## config.mk

```make
export PLATFORM = sky130hd
export DESIGN_NAME = render_number
export DESIGN_NICKNAME = d
export VERILOG_FILES = /design/src/rtl/render_pkg.sv /design/src/rtl/bin2bcd.sv /design/src/rtl/render_number.sv
export SDC_FILE = /design/constraint.sdc
export NUM_CORES = 1
export LEC_CHECK = 0
export BUFFER_PORTS_ARGS = -buffer_cell sky130_fd_sc_hd__buf_2
export CAP_MARGIN = 0
export CORE_ASPECT_RATIO = 0.7
export CORE_MARGIN = 4
export CORE_UTILIZATION = 40
export DETAILED_ROUTE_END_ITERATION = 7
export SETUP_SLACK_MARGIN = 0.15
export SLEW_MARGIN = 20
export SYNTH_ARGS = -nofsm -noshare
export SYNTH_HDL_FRONTEND = slang
export SYNTH_SLANG_ARGS = --single-unit
```

## constraint.sdc

```tcl
create_clock -name clk -period 14.6 [get_ports clk]
set_clock_uncertainty 0.05 [all_clocks]
set_input_delay 2.92 -clock clk [delete_from_list [all_inputs] [get_ports clk]]
set_output_delay 2.92 -clock clk [all_outputs]
set_load 0.1 [all_outputs]
```

## src/rtl/render_pkg.sv

```systemverilog
// rtl/render_pkg.sv - Glyph geometry, timing defaults and FSM state type for render_number.
`timescale 1ns/1ps
package render_pkg;

    localparam int DIGIT_W          = 12;
    localparam int DIGIT_H          = 18;
    localparam int DIGIT_PIXELS     = DIGIT_W * DIGIT_H;
    localparam int DIGIT_CYCLES_DEF = 4 * DIGIT_PIXELS;

    typedef enum logic [2:0] {
        S_IDLE,
        S_CONV,
        S_LOAD,
        S_WAIT,
        S_DONE
    } state_e;

    // Largest value representable in ndigits decimal digits (10^ndigits - 1).
    function automatic longint unsigned max_value(input int ndigits);
        longint unsigned p;
        p = 64'd1;
        for (int k = 0; k < ndigits; k++) begin
            p = p * 64'd10;
        end
        return p - 64'd1;
    endfunction

endpackage

```

## src/rtl/bin2bcd.sv

```systemverilog
// rtl/bin2bcd.sv - Iterative shift-add-3 binary to BCD converter, VAL_W cycles per conversion.
`timescale 1ns/1ps
module bin2bcd #(
    parameter int VAL_W   = 14,
    parameter int NDIGITS = 4
) (
    input  logic                   clk,
    input  logic                   rstn,
    input  logic                   start,
    input  logic [VAL_W-1:0]       value,
    output logic                   done,
    output logic [4*NDIGITS-1:0]   bcd
);

    localparam int BCD_W = 4 * NDIGITS;
    localparam int CNT_W = $clog2(VAL_W + 1);

    logic [VAL_W-1:0] bin_q, bin_d;
    logic [BCD_W-1:0] bcd_q, bcd_d;
    logic [BCD_W-1:0] adj;
    logic [CNT_W-1:0] cnt_q, cnt_d;
    logic             busy_q, busy_d;
    logic             done_q, done_d;

    function automatic logic [BCD_W-1:0] add3(input logic [BCD_W-1:0] b);
        logic [BCD_W-1:0] r;
        r = b;
        for (int k = 0; k < NDIGITS; k++) begin
            if (r[4*k +: 4] >= 4'd5) begin
                r[4*k +: 4] = r[4*k +: 4] + 4'd3;
            end
        end
        return r;
    endfunction

    // The load edge already performs the first shift (no add-3 needed on an
    // all-zero BCD field), so done is registered in the final step's cycle.
    always_comb begin
        bin_d  = bin_q;
        bcd_d  = bcd_q;
        cnt_d  = cnt_q;
        busy_d = busy_q;
        done_d = 1'b0;
        adj    = add3(bcd_q);
        if (start) begin
            bcd_d  = BCD_W'(value[VAL_W-1]);
            bin_d  = value << 1;
            cnt_d  = CNT_W'(VAL_W - 1);
            busy_d = (VAL_W > 1);
            done_d = (VAL_W == 1);
        end else if (busy_q) begin
            {bcd_d, bin_d} = {adj[BCD_W-2:0], bin_q, 1'b0};
            cnt_d          = cnt_q - CNT_W'(1);
            done_d         = (cnt_q == CNT_W'(1));
            busy_d         = (cnt_q != CNT_W'(1));
        end
    end

    always_ff @(posedge clk or negedge rstn) begin
        if (!rstn) begin
            bin_q  <= '0;
            bcd_q  <= '0;
            cnt_q  <= '0;
            busy_q <= 1'b0;
            done_q <= 1'b0;
        end else begin
            bin_q  <= bin_d;
            bcd_q  <= bcd_d;
            cnt_q  <= cnt_d;
            busy_q <= busy_d;
            done_q <= done_d;
        end
    end

    assign done = done_q;
    assign bcd  = bcd_q;

endmodule

```

## src/rtl/render_number.sv

```systemverilog
// rtl/render_number.sv - Sequences per-digit glyph loads for a decimal number; RENDER_NUMBER_LZB_EN skips leading zeros.
`timescale 1ns/1ps
module render_number
    import render_pkg::*;
#(
    parameter int NDIGITS      = 4,
    parameter int VAL_W        = 14,
    parameter int DIGIT_CYCLES = DIGIT_CYCLES_DEF
) (
    input  logic             clk,
    input  logic             rstn,
    input  logic             start,
    input  logic [VAL_W-1:0] value,
    input  logic [9:0]       top,
    input  logic [9:0]       left,
    output logic             busy,
    output logic             done,
    output logic [11:0]      digit_addr,
    output logic [9:0]       dig_top,
    output logic [9:0]       dig_left,
    output logic             dig_rstn
);

    localparam int BCD_W = 4 * NDIGITS;
    localparam int IDX_W = (NDIGITS > 1) ? $clog2(NDIGITS) : 1;
    localparam int CNT_W = (DIGIT_CYCLES > 1) ? $clog2(DIGIT_CYCLES) : 1;
    localparam longint unsigned MAX_VAL = max_value(NDIGITS);

    state_e           state_q, state_d;
    logic [IDX_W-1:0] idx_q, idx_d;
    logic [CNT_W-1:0] wcnt_q, wcnt_d;
    logic [9:0]       org_top_q, org_top_d;
    logic [9:0]       org_left_q, org_left_d;
    logic [11:0]      addr_q, addr_d;
    logic [9:0]       dtop_q, dtop_d;
    logic [9:0]       dleft_q, dleft_d;
    logic             drstn_q, drstn_d;

    logic             accept;
    logic [VAL_W-1:0] sat_value;
    logic             conv_done;
    logic [BCD_W-1:0] bcd;
    logic             enter_load;
    logic [IDX_W-1:0] load_idx;
    logic [IDX_W-1:0] first_idx;
    logic [3:0]       digit;

    assign accept = (state_q == S_IDLE) && start;

    always_comb begin
        sat_value = value;
        if (64'(value) > MAX_VAL) begin
            sat_value = VAL_W'(MAX_VAL);
        end
    end

    bin2bcd #(
        .VAL_W   (VAL_W),
        .NDIGITS (NDIGITS)
    ) u_bin2bcd (
        .clk   (clk),
        .rstn  (rstn),
        .start (accept),
        .value (sat_value),
        .done  (conv_done),
        .bcd   (bcd)
    );

    // Index 0 is the most-significant digit.
`ifdef RENDER_NUMBER_LZB_EN
    always_comb begin
        first_idx = IDX_W'(NDIGITS - 1);
        for (int k = NDIGITS - 1; k >= 0; k--) begin
            if (bcd[4*(NDIGITS-1-k) +: 4] != 4'd0) begin
                first_idx = IDX_W'(k);
            end
        end
    end
`else
    assign first_idx = '0;
`endif

    always_comb begin
        state_d    = state_q;
        idx_d      = idx_q;
        wcnt_d     = wcnt_q;
        org_top_d  = org_top_q;
        org_left_d = org_left_q;
        addr_d     = addr_q;
        dtop_d     = dtop_q;
        dleft_d    = dleft_q;
        enter_load = 1'b0;
        load_idx   = idx_q;
        digit      = 4'd0;

        case (state_q)
            S_IDLE: begin
                if (start) begin
                    state_d    = S_CONV;
                    org_top_d  = top;
                    org_left_d = left;
                end
            end
            S_CONV: begin
                if (conv_done) begin
                    state_d    = S_LOAD;
                    enter_load = 1'b1;
                    load_idx   = first_idx;
                end
            end
            S_LOAD: begin
                state_d = S_WAIT;
                wcnt_d  = CNT_W'(DIGIT_CYCLES - 1);
            end
            S_WAIT: begin
                if (wcnt_q == '0) begin
                    if (idx_q == IDX_W'(NDIGITS - 1)) begin
                        state_d = S_DONE;
                    end else begin
                        state_d    = S_LOAD;
                        enter_load = 1'b1;
                        load_idx   = idx_q + IDX_W'(1);
                    end
                end else begin
                    wcnt_d = wcnt_q - CNT_W'(1);
                end
            end
            S_DONE: begin
                state_d = S_IDLE;
            end
            default: begin
                state_d = S_IDLE;
            end
        endcase

        // Glyph outputs are registered on entry to LOAD and then held through WAIT.
        if (enter_load) begin
            for (int k = 0; k < NDIGITS; k++) begin
                if (load_idx == IDX_W'(k)) begin
                    digit = bcd[4*(NDIGITS-1-k) +: 4];
                end
            end
            idx_d   = load_idx;
            addr_d  = 12'(digit) * 12'(DIGIT_PIXELS);
            dtop_d  = org_top_q;
            dleft_d = org_left_q + 10'(DIGIT_W) * 10'(load_idx);
        end

        drstn_d = (state_d != S_LOAD);
    end

    always_ff @(posedge clk or negedge rstn) begin
        if (!rstn) begin
            state_q    <= S_IDLE;
            idx_q      <= '0;
            wcnt_q     <= '0;
            org_top_q  <= '0;
            org_left_q <= '0;
            addr_q     <= '0;
            dtop_q     <= '0;
            dleft_q    <= '0;
            drstn_q    <= 1'b0;
        end else begin
            state_q    <= state_d;
            idx_q      <= idx_d;
            wcnt_q     <= wcnt_d;
            org_top_q  <= org_top_d;
            org_left_q <= org_left_d;
            addr_q     <= addr_d;
            dtop_q     <= dtop_d;
            dleft_q    <= dleft_d;
            drstn_q    <= drstn_d;
        end
    end

    assign busy       = (state_q != S_IDLE);
    assign done       = (state_q == S_DONE);
    assign digit_addr = addr_q;
    assign dig_top    = dtop_q;
    assign dig_left   = dleft_q;
    assign dig_rstn   = drstn_q;

endmodule
```

Yosys cells after proc, flatten, opt, wreduce, memory -nomap -nowiden
Index checks and enable logic that the tools add are counted.
{"block": "word_totals", "register_bits": 101, "word_cells": 85}
{"block": "classes", "addsub": 8, "multipliers": 2, "n_lt_le_gt_ge": 5, "eq_ne": 12, "n_mux": 35, "n_reduce_logical": 9}
{"op": "14-bit two-way mux", "n": 3}
{"op": "4-bit two-way mux", "n": 10}
{"op": "16-bit two-way mux", "n": 2}
{"op": "10-bit one-hot mux with 2 select lines", "n": 1}
{"op": "4-bit by 3-bit greater-or-equal comparator with 1-bit output (second input constant)", "n": 4}
{"op": "3-bit two-way mux", "n": 5}
{"op": "14-bit greater-than comparator (second input constant)", "n": 1}
{"op": "4-bit by 2-bit adder with 4-bit output (second input constant)", "n": 3}
{"op": "3-bit one-hot mux with 4 select lines", "n": 1}
{"op": "10-bit by 6-bit adder with 10-bit output", "n": 1}
{"op": "10-bit logical NOT", "n": 1}
{"op": "10-bit two-way mux", "n": 1}
{"op": "10-bit by 1-bit subtractor with 10-bit output (second input constant)", "n": 1}
{"op": "4-bit by 5-bit multiplier with 9-bit output (second input constant)", "n": 1}
{"op": "1-bit two-way mux", "n": 7}
{"op": "2-bit == test (second input constant)", "n": 3}
{"op": "3-bit by 2-bit == test with 1-bit output (second input constant)", "n": 2}
{"op": "2-bit two-way mux", "n": 3}
{"op": "4-bit by 1-bit == test with 1-bit output (second input constant)", "n": 1}
{"op": "2-bit by 2-bit multiplier with 4-bit output (first input constant)", "n": 1}
{"op": "4-bit by 1-bit != test with 1-bit output (second input constant)", "n": 1}
{"op": "2-bit one-hot mux with 2 select lines", "n": 1}
{"op": "2-bit AND reduction", "n": 2}
{"op": "2-bit nonzero test", "n": 2}
{"op": "other kinds (13)", "n": 13}

Depth between registers and ports, before layout
Gate-level depths: netlist (run 1).
{"block": "depth", "word_depth": 11, "mapped_depth": 24}

Modules after synthesis
A second synthesis (run 1) with hierarchy kept.
{"block": "unflattened", "cells_unflattened": 524, "hier_area_um2": 5514.0}
{"mod": "render_number", "n_inst": 1, "cells_each": 328, "area_per_inst_um2": 3613.5, "seq_area_each_um2": 1626.6}
{"mod": "bin2bcd", "n_inst": 1, "cells_each": 196, "area_per_inst_um2": 1900.6, "seq_area_each_um2": 875.8}

Worst setup path after synthesis (run 1)
Ideal clock, no wire load.
{"block": "synth_path", "path_kind": "flip-flop to output port", "start": "register state_q[0]", "end": "output port done", "arrival_ns": 2.822, "required_time_ns": 11.630, "setup_slack_ns": 8.808, "stages_incl_launch_ff": 4, "n_path_buf": 2, "path_cell_list": "dfrtp_1 -> buf_4 -> buf_6 -> nor3b_1"}
{"block": "synth_between", "elab_chain_len": 1}
{"element": "start, declared", "line": "render_number.sv:29", "rtl": "state_e state_q, state_d;"}
{"element": "start signal, assigned", "line": "render_number.sv:164", "rtl": "state_q <= state_d;"}
{"element": "3-bit == test", "line": "render_number.sv:177", "rtl": "assign done = (state_q == S_DONE);"}
{"element": "end, declared", "line": "render_number.sv:17", "rtl": "output logic done,"}
Every way passes these cells.

Final worst setup path (run 1)
{"block": "layout_path", "start": "register wcnt_q[0]", "end": "register addr_q[11] (netlist: digit_addr[11])"}
{"block": "layout_between", "elab_chain_len": 10, "elab_cells_between_ends": 15, "cone_classes": "mul: 1; eq/ne: 3; mux: 9; reduce/logical: 2"}
{"element": "start, declared", "line": "render_number.sv:31", "rtl": "logic [CNT_W-1:0] wcnt_q, wcnt_d;"}
{"element": "start signal, assigned", "line": "render_number.sv:166", "rtl": "wcnt_q <= wcnt_d;"}
{"element": "10-bit logical NOT (*)", "line": "render_number.sv:116", "rtl": "if (wcnt_q == '0) begin"}
{"element": "2-bit two-way mux", "line": "render_number.sv:116"}
{"element": "2-bit one-hot mux with 2 select lines", "line": "render_number.sv:96", "rtl": "case (state_q)"}
{"element": "2-bit logical NOT", "line": "render_number.sv:139", "rtl": "if (load_idx == IDX_W'(k)) begin"}
{"element": "4-bit two-way mux (4 in series)", "line": "render_number.sv:139"}
{"element": "4-bit two-way mux", "line": "render_number.sv:137", "rtl": "if (enter_load) begin"}
{"element": "4-bit by 5-bit multiplier with 9-bit output", "line": "render_number.sv:144", "rtl": "addr_d = 12'(digit) * 12'(DIGIT_PIXELS);"}
{"element": "end signal, assigned", "line": "render_number.sv:169", "rtl": "addr_q <= addr_d;"}
{"element": "end, declared", "line": "render_number.sv:34", "rtl": "logic [11:0] addr_q, addr_d;"}
Mark *: on every way between the ends. The rest lies on a longest branch, timed or not. The select of a mux whose other input is x is not followed.
A chain may end at the register's enable or synchronous reset.

==> summary.txt, run 1 <==
clk slew on worst S/H paths = 0.07 ns
R2R setup slack = 9.30 ns
synthesis-to-finish area growth = 13.9%
global-route wire length before repair = 19100 um
CP arrival = 5.48 ns
Min-Delay Path Class = flip-flop to flip-flop
DR WL met3 = 387 um
largest cells by area after synthesis = dfrtp_1 47%, ha_1 8.1%, nand2_1 6.5%, mux2i_1 5.2%, mux2_2 5.0%
setup violators final = 0
area share of fa/ha/maj cells after synthesis = 9.27%
vias in the first global route = 4023
CP top delay family = compound AO/OA/AOI/OAI gates
worst hold stages = 2
Yosys reg bits = 100
crit-path cells = inv_1 -> ha_1 -> nor3b_1 -> and3_1 -> nand4_1 -> o21ai_0 -> ha_1 -> nand3b_1 -> a21oi_1 -> a21oi_1 -> o21ai_0 -> ha_1 -> inv_1 -> fa_1 -> inv_1 -> ha_1 -> a211oi_1 -> o21bai_1 -> a21oi_1 -> xnor2_1 -> mux2_2
sinks on the clock net = 100
Data required, critical path = 14.78 ns
Clock Latency Late Sink = 0.34 ns
die area = 0.0154 mm^2
Synth Area in Simple Gates = 14.5%
CTS Hold Bufs = 0
clk buf depth = 2
Final period util = 36.3%
CTS tree = done
RSZ-0062 raised after global routing = no
post-DP HPWL = 7570 um
Layout fillers = 1241
Cell Area, Synth = 0.00537 mm^2
CP Buf/Inv Count = 3
delay of the slowest cell on the worst path = 0.54 ns
R2R depth = 21
# DRC = 0
final design utilization = 46.6%
Final ANT Viol Nets = 0
Post-synth top flop = dfrtp_1
Netlist cell types = 52
compound-gate portion of the synthesized area = 11.5%
critical path launch point type = flip-flop
maxcap violations = 0
Avg Cell Area, Syn = 10.0 um^2
asr flop ratio synth = 100%
Synthesis Warnings = 0
fmax = 0.189 GHz
initial DRC count = 167
critical path class = flip-flop to flip-flop
status = complete, no violations
max-slew violation count = 0
Max H-tree Level = 3
GRT Overall Usage = 15.0%
Rows = 35
multi-input logic area = 0.00261 mm^2
most common cell after layout, fill and taps aside = dfrtp_1
Crit path depth = 21
routability-driven placement congestion ratio = 0.844
Synth top area share = 46.6%
layout cells sized above 1 = 19.7%
Initial Utilization = 40.9%
die height = 105 um
routed vias/inst = 5.10
via count = 3899
Met2 Wirelength = 5220 um
area leader, netlist = dfrtp_1
FF+latch area = 0.00250 mm^2
Tmin final = 5.30 ns
multiplexer area fraction after synthesis = 10.2%
largest net degree at the start of global routing = 64
CP max stage cell = fa_1
Post-Route WL = 10900 um
Root Driver = clkbuf_16
Slew HR = 36.3%
CP Capture Type = flip-flop
Setup Buffers After CTS = 0
endpoints failing hold = 0
cell mode on critical path = ha_1
fin nets = 668
TritonRoute pass-1 iters = 5
largest family of logic cells by synthesized area = simple AND/OR/NAND/NOR gates
Core Region = 0.0131 mm^2
antenna violations before repair = 0
Top Ports = 72
M1 WL = 5250 um
CTS resizes = 0
wire per inst = 14.3 um
die width = 147 um
Worst Path Max Fanout = 9
diode count = 0
Top Metal Used = met4
TritonCTS Buffers = 9
Worst-Margin Slew = 0.955 ns
Final TNS setup = 0 ns
most frequent cells in the layout = 100 x dfrtp_1, 93 x nand2_1, 67 x buf_2, 35 x ha_1, 34 x a21oi_1
grt ovf = 0
sequential-to-total area share from yosys stat = 46.6%
Mapped Cells = 536
Post-synth EDFFs = 0
IO buf count = 68
XOR/XNOR share of the synthesized area = 2.93%
-- flip-flops by register name, indices dropped and copies added, names as in the netlist, 3 cells and up --
register         count
u_bin2bcd.bin_q     13
dig_left            10
dig_top             10
org_left_q          10
u_bin2bcd.bcd       16
state_q              3
u_bin2bcd.cnt_q      4
org_top_q           10
wcnt_q              10
digit_addr           9
-- worst paths after layout --
kind | startpoint | to
max in group asynchronous | rstn | wcnt_q[9]
setup / recovery | wcnt_q[0] | digit_addr[11]
hold reg to reg | org_top_q[7] | org_top_q[7]
setup reg to reg | wcnt_q[0] | digit_addr[11]
min in group asynchronous | rstn | org_left_q[0]
hold / removal | org_top_q[7] | org_top_q[7]
-- cells in the mapped netlist (4+ instances only) --
cell type	count
a21o_1	4
nor3b_1	6
xnor2_1	16
nand2_1	93
nor2_1	33
mux2i_1	28
buf_2	6
buf_4	6
nand3b_1	5
inv_1	29
a2bb2oi_1	7
a21oi_1	34
nand2b_1	7
o21a_1	4
a211oi_1	7
dfrtp_1	100
o21ai_0	22
nand3_1	6
ha_1	35
mux2_2	24
clkbuf_1	12
o22ai_1	4
-- cell type report --
class	count	area share, %
clock inverter	6	1.41
inverter	29	1.78
multi-input combinational	381	42.7
sequential	100	40.9
tap	166	3.39
clock buffer	10	3.74
timing repair buffer	72	6.09
-- worst reg2reg max path, delay by kind of cell (launching register included) --
kind,cells,cell delay (ns)
xor+xnor,1,0.07
mux,1,0.25
fa+ha+maj,5,1.56
flops,1,0.41
simple gates,4,0.96
compound gates,7,1.65
buf+inv,3,0.22
-- routing by layer --
metal	track usage [%]	vias to the layer above
met1	19.6	1890
met3	3.90	6
met2	25.0	69
li1	-	1934
met4	3.83	0
met5	0	-
-- metrics by stage --
step,worst slack [ns],cell area [um^2],cells,hold slack [ns]
2_1_floorplan,8.81,5380,538,0.390
3_3_place_gp,9.52,5810,748,0.401
3_5_place_dp,9.35,5810,748,0.408
4_1_cts,9.30,6120,764,0.428
5_1_grt,8.84,6120,764,0.439
6_report,9.30,6120,764,0.426
-- cells by family after synthesis --
logic type	Yosys count
XOR/XNOR	18
buffers and inverters	57
flip-flops	100
other	1
adder cells (fa/ha/maj)	38
AO/OA/AOI/OAI	100
AND/OR/NAND/NOR	170
multiplexers	52
Power of run 1 is left out: the tool's default activity adds up to more than one toggle a clock period on the data nets, which glitch-free logic cannot reach.
==> inputs of run 2 (changes only) <==
==> constraint.sdc (replaced) <==
create_clock -name clk -period 5.2 [get_ports clk]
set_clock_uncertainty 0.05 [all_clocks]
set_input_delay 1.04 -clock clk [delete_from_list [all_inputs] [get_ports clk]]
set_output_delay 1.04 -clock clk [all_outputs]
set_load 0.1 [all_outputs]
==> run 2 against run 1 <==
Against the previous run: cell count up 0.65%; global-route usage down 0.26 points; first-iteration DRC count up 13%; register-to-register slack worse by 9.0 ns; count of clock-buffer cells in the layout up 1.
==> summary.txt, run 2 (synthesis gave the netlist of run 1 again) <==
status = complete, no violations
IO buf count = 68
CTS tree = done
Rows = 35
most frequent cells in the layout = 100 x dfrtp_1, 92 x nand2_1, 67 x buf_2, 34 x a21oi_1
Min-Delay Path Class = flip-flop to flip-flop
largest net degree at the start of global routing = 65
post-DP HPWL = 7610 um
CTS Hold Bufs = 0
Data required, critical path = 5.37 ns
clk slew on worst S/H paths = 0.07 ns
die height = 105 um
RSZ-0062 raised after global routing = no
maxcap violations = 0
critical path launch point type = flip-flop
wire per inst = 14.3 um
GRT Overall Usage = 14.8%
Placed Cells = 751
most common cell after layout, fill and taps aside = dfrtp_1
diode count = 0
Post-Route WL = 11000 um
CP arrival = 5.03 ns
grt ovf = 0
Worst Min Path Start = org_left_q[0]
sinks on the clock net = 100
vias in the first global route = 3893
setup slack after layout = 0.334 ns
initial DRC count = 189
Final ANT Viol Nets = 0
die width = 147 um
CP Capture Type = flip-flop
Max H-tree Level = 3
dpl ws = 0.179 ns
fin nets = 674
via count = 3938
TritonRoute pass-1 iters = 5
routability-driven placement congestion ratio = 0.839
R2R setup slack = 0.33 ns
critical path class = flip-flop to flip-flop
Worst R2R End = digit_addr[11]
clk buf depth = 2
Hold EP = org_left_q[0]
Final TNS setup = 0 ns
endpoints failing hold = 0
Worst Path Max Fanout = 8
Worst-Margin Slew = 0.961 ns
final design utilization = 47.0%
R2R depth = 22
fmax = 0.206 GHz
max-slew violation count = 0
layout cells sized above 1 = 21.6%
Root Driver = clkbuf_16
antenna violations before repair = 0
worst hold stages = 2
Top Ports = 72
Post-Layout Cell Count = 769
max reg flops = 16
FF-to-FF Start = wcnt_q[0]
synthesis-to-finish area growth = 14.8%
global-route wire length before repair = 18800 um
Final period util = 93.6%
setup violators final = 0
Clock Latency Late Sink = 0.34 ns
Initial Utilization = 40.9%
routed vias/inst = 5.12
TritonCTS Buffers = 9
Core Region = 0.0131 mm^2
Tmin final = 4.87 ns
Slew HR = 35.9%
die area = 0.0154 mm^2
Layout fillers = 1225
# DRC = 0
run 2: cell types whose count changed in the layout (fill, tap and decap cells not counted), sizes merged:
cell / change
bufinv: -1
clkinvlp: +1
inv: -1
clkinv: -1
clkbuf: +1
buf: +6
run 2: area by class of cell:
| type | count | area (um^2) | share of cell area [%] |
|---|---|---|---|
| clock buffer | 11 | 243 | 3.93 |
| clock inverter | 4 | 50.0 | 0.811 |
| inverter | 29 | 109 | 1.76 |
| multi-input combinational | 381 | 2640 | 42.8 |
| sequential | 100 | 2500 | 40.6 |
| tap | 166 | 208 | 3.37 |
| timing repair buffer | 78 | 418 | 6.77 |
run 2: per-layer routing:
| metal | global-route usage (%) | routed length (um) | vias up |
|---|---|---|---|
| li1 | - | - | 1944 |
| met1 | 19.6 | 5230 | 1902 |
| met2 | 23.9 | 5190 | 76 |
| met3 | 3.77 | 460 | 16 |
| met4 | 4.50 | 128 | 0 |
| met5 | 0 | 0 | - |
run 2: repair_timing:
action | in CTS | in global routing
setup endpoints to repair | 1 | 2
resized for setup | 1 | 9
pin swaps | 0 | 3
buffers inserted | 0 | 3
gates cloned | 0 | 0
run 2: worst max-delay path: stages, from the launching register on:
cell,delay (ns)
dfrtp_1,0.42
inv_1,0.12
ha_1,0.17
nor3b_2,0.18
and3_1,0.23
nand4_1,0.27
o21a_1,0.30
ha_2,0.23
nand3b_1,0.16
a21oi_1,0.15
a21oi_1,0.06
nor2_1,0.15
a21o_1,0.16
ha_1,0.16
inv_1,0.06
fa_1,0.55
inv_1,0.05
ha_1,0.36
a211oi_2,0.31
o21bai_1,0.11
a21oi_1,0.18
xnor2_1,0.08
mux2_2,0.25
run 2: how the worst max path moves through the flow:
stage               startpoint  cells after the start  slack, ns              to
floorplan            wcnt_q[0]                     22       0.50  digit_addr[11]
global placement     wcnt_q[0]                     21       0.41  digit_addr[11]
detailed placement   wcnt_q[0]                     21       0.18  digit_addr[11]
CTS                  wcnt_q[0]                     21       0.16  digit_addr[11]
global route         wcnt_q[0]                     22       0.09  digit_addr[11]
finish               wcnt_q[0]                     22       0.33  digit_addr[11]
run 2: stage by stage:
stage	cell area, um^2	hold slack, ns
final	6170	0.424
after global routing	6170	0.447
after CTS	6120	0.430
after detailed placement	5830	0.414
after global placement	5830	0.401
after floorplan	5380	0.390
Power of run 2 is left out for the same reason.
==> inputs of run 3 (changes only) <==
==> constraint.sdc (replaced) <==
create_clock -name clk -period 4 [get_ports clk]
set_clock_uncertainty 0.05 [all_clocks]
set_input_delay 0.8 -clock clk [delete_from_list [all_inputs] [get_ports clk]]
set_output_delay 0.8 -clock clk [all_outputs]
set_load 0.1 [all_outputs]
==> run 3 against run 2 <==
Against the previous run: the flow now finishes with violations (setup timing); first-iteration DRC count down 25%; critical endpoint unchanged; setup slack got worse by 0.81 ns; die area did not move; register-to-register slack worse by 0.81 ns; count of clock-buffer cells in the layout down 2; highest routed layer unchanged; worst hold slack better by 0.0013 ns; sequential cell count stayed put; global-route usage grew 0.65 points; final area increased by 8.6%; non-clock buffer count grew 44.
==> summary.txt, run 3 (synthesis gave the netlist of run 1 again) <==
Rows = 35
routed vias/inst = 4.94
layout cells sized above 1 = 30.6%
initial DRC count = 142
# DRC = 0
largest net degree at the start of global routing = 89
fin nets = 718
Post-Layout Cell Count = 814
setup violators final = 5
Root Driver = clkbuf_16
RSZ-0062 raised after global routing = yes
clk buf depth = 2
sinks on the clock net = 100
CTS Hold Bufs = 0
grt ovf = 0
Final ANT Viol Nets = 0
global-route wire length before repair = 19600 um
Worst Path Max Fanout = 7
Core Region = 0.0131 mm^2
crit-path cells = inv_2 -> ha_4 -> nor3b_4 -> and3_4 -> nand4_1 -> o21a_1 -> ha_4 -> nand3b_1 -> a21oi_2 -> a21oi_2 -> o21ai_2 -> ha_1 -> inv_2 -> fa_1 -> inv_2 -> ha_4 -> a211oi_4 -> o21bai_1 -> a21oi_1 -> xnor2_1 -> mux2_4
critical path launch point type = flip-flop
Placed Cells = 785
critical path class = flip-flop to flip-flop
fmax = 0.223 GHz
Initial Utilization = 40.9%
CP arrival = 4.65 ns
wire per inst = 14.3 um
Slew HR = 47.5%
Data required, critical path = 4.17 ns
synthesis-to-finish area growth = 24.7%
post-DP HPWL = 8090 um
via count = 4022
diode count = 0
Tmin final = 4.48 ns
Top Ports = 72
routability-driven placement congestion ratio = 0.832
Final period util = 112%
maxcap violations = 0
most frequent cells in the layout = 100 x dfrtp_1, 92 x nand2_1, 67 x buf_2, 52 x buf_4, 32 x nor2_1
CTS tree = done
antenna violations before repair = 0
max-slew violation count = 0
TritonRoute pass-1 iters = 4
CP top delay family = compound AO/OA/AOI/OAI gates
CP Capture Type = flip-flop
IO buf count = 68
delay of the slowest cell on the worst path = 0.42 ns
violated checks = setup timing
die height = 105 um
endpoints failing hold = 0
Max H-tree Level = 3
Clock Latency Late Sink = 0.34 ns
clk slew on worst S/H paths = 0.07 ns
setup slack after layout = -0.475 ns
CP Buf/Inv Count = 3
most common cell after layout, fill and taps aside = dfrtp_1
CP max stage cell = fa_1
die area = 0.0154 mm^2
Post-Route WL = 11600 um
Worst-Margin Slew = 0.787 ns
Min-Delay Path Class = flip-flop to flip-flop
GRT Overall Usage = 15.4%
vias in the first global route = 4098
TritonCTS Buffers = 9
die width = 147 um
status = finished with violations
max reg flops = 16
[run 3: changes by cell type in the layout (fill, tap and decap cells not counted), moves of 3 or more]
cell	previous run	this run
a21oi_2	0	4
ha_4	0	6
buf_6	0	3
buf_4	11	52
ha_1	33	26
inv_2	0	4
a21oi_1	34	29
inv_1	29	25
[run 3: routing by layer]
| metal | wire length (um) | track usage (%) | part of all wire, % |
|---|---|---|---|
| met1 | 5720 | 20.4 | 49 |
| met2 | 5360 | 25.3 | 46 |
| met3 | 430 | 4.29 | 3.7 |
| met4 | 107 | 3.62 | 0.92 |
| met5 | 0 | 0 | 0 |
[run 3: worst reg2reg max path, cell delays in order, from the launching register on]
cell,delay (ns)
dfrtp_1,0.39
inv_2,0.09
ha_4,0.14
nor3b_4,0.18
and3_4,0.21
nand4_1,0.20
o21a_1,0.29
ha_4,0.19
nand3b_1,0.18
a21oi_2,0.16
a21oi_2,0.05
o21ai_2,0.22
ha_1,0.28
inv_2,0.06
fa_1,0.42
inv_2,0.08
ha_4,0.21
a211oi_4,0.27
o21bai_1,0.14
a21oi_1,0.20
xnor2_1,0.10
mux2_4,0.25
[run 3: timing repair]
action / 4_1_cts / 5_1_grt
pin swaps: 3 / 20
resized for setup: 3 / 26
buffers inserted: 3 / 10
endpoints found under the setup margin: 5 / 6
[run 3: final cells by class]
class / count / area [um^2]
tap: 166 / 208
clock inverter: 7 / 97.6
clock buffer: 9 / 225
multi-input combinational: 381 / 2800
inverter: 29 / 109
timing repair buffer: 122 / 759
sequential: 100 / 2500
fill: 1153 / 6440
[run 3: worst paths after layout]
path	from	end	slack [ns]	cells after the start
worst max-delay path	wcnt_q[0]	digit_addr[11]	-0.48	21
worst min-delay path	org_top_q[5]	org_top_q[5]	0.43	2
worst max register to register	wcnt_q[0]	digit_addr[11]	-0.48	21
worst min register to register	org_top_q[5]	org_top_q[5]	0.43	2
max in group asynchronous	rstn	u_bin2bcd.bin_q[11]	2.73	2
min in group asynchronous	rstn	org_top_q[2]	0.47	1
[run 3: through the flow]
step                      hold slack, ns  util (%)  setup slack, ns  cell area (um^2)  setup TNS (ns)
after floorplan                    0.390         -           -0.200              5450          -0.368
after global placement             0.401      46.8           -0.172              6150          -0.474
after detailed placement           0.411      46.8           -0.331              6150          -0.961
after CTS                          0.427      49.5           -0.296              6500          -0.885
after global routing               0.449      51.0           -0.714              6700           -2.48
final                              0.425      51.0           -0.475              6700           -1.47
Power of run 3 is left out for the same reason.
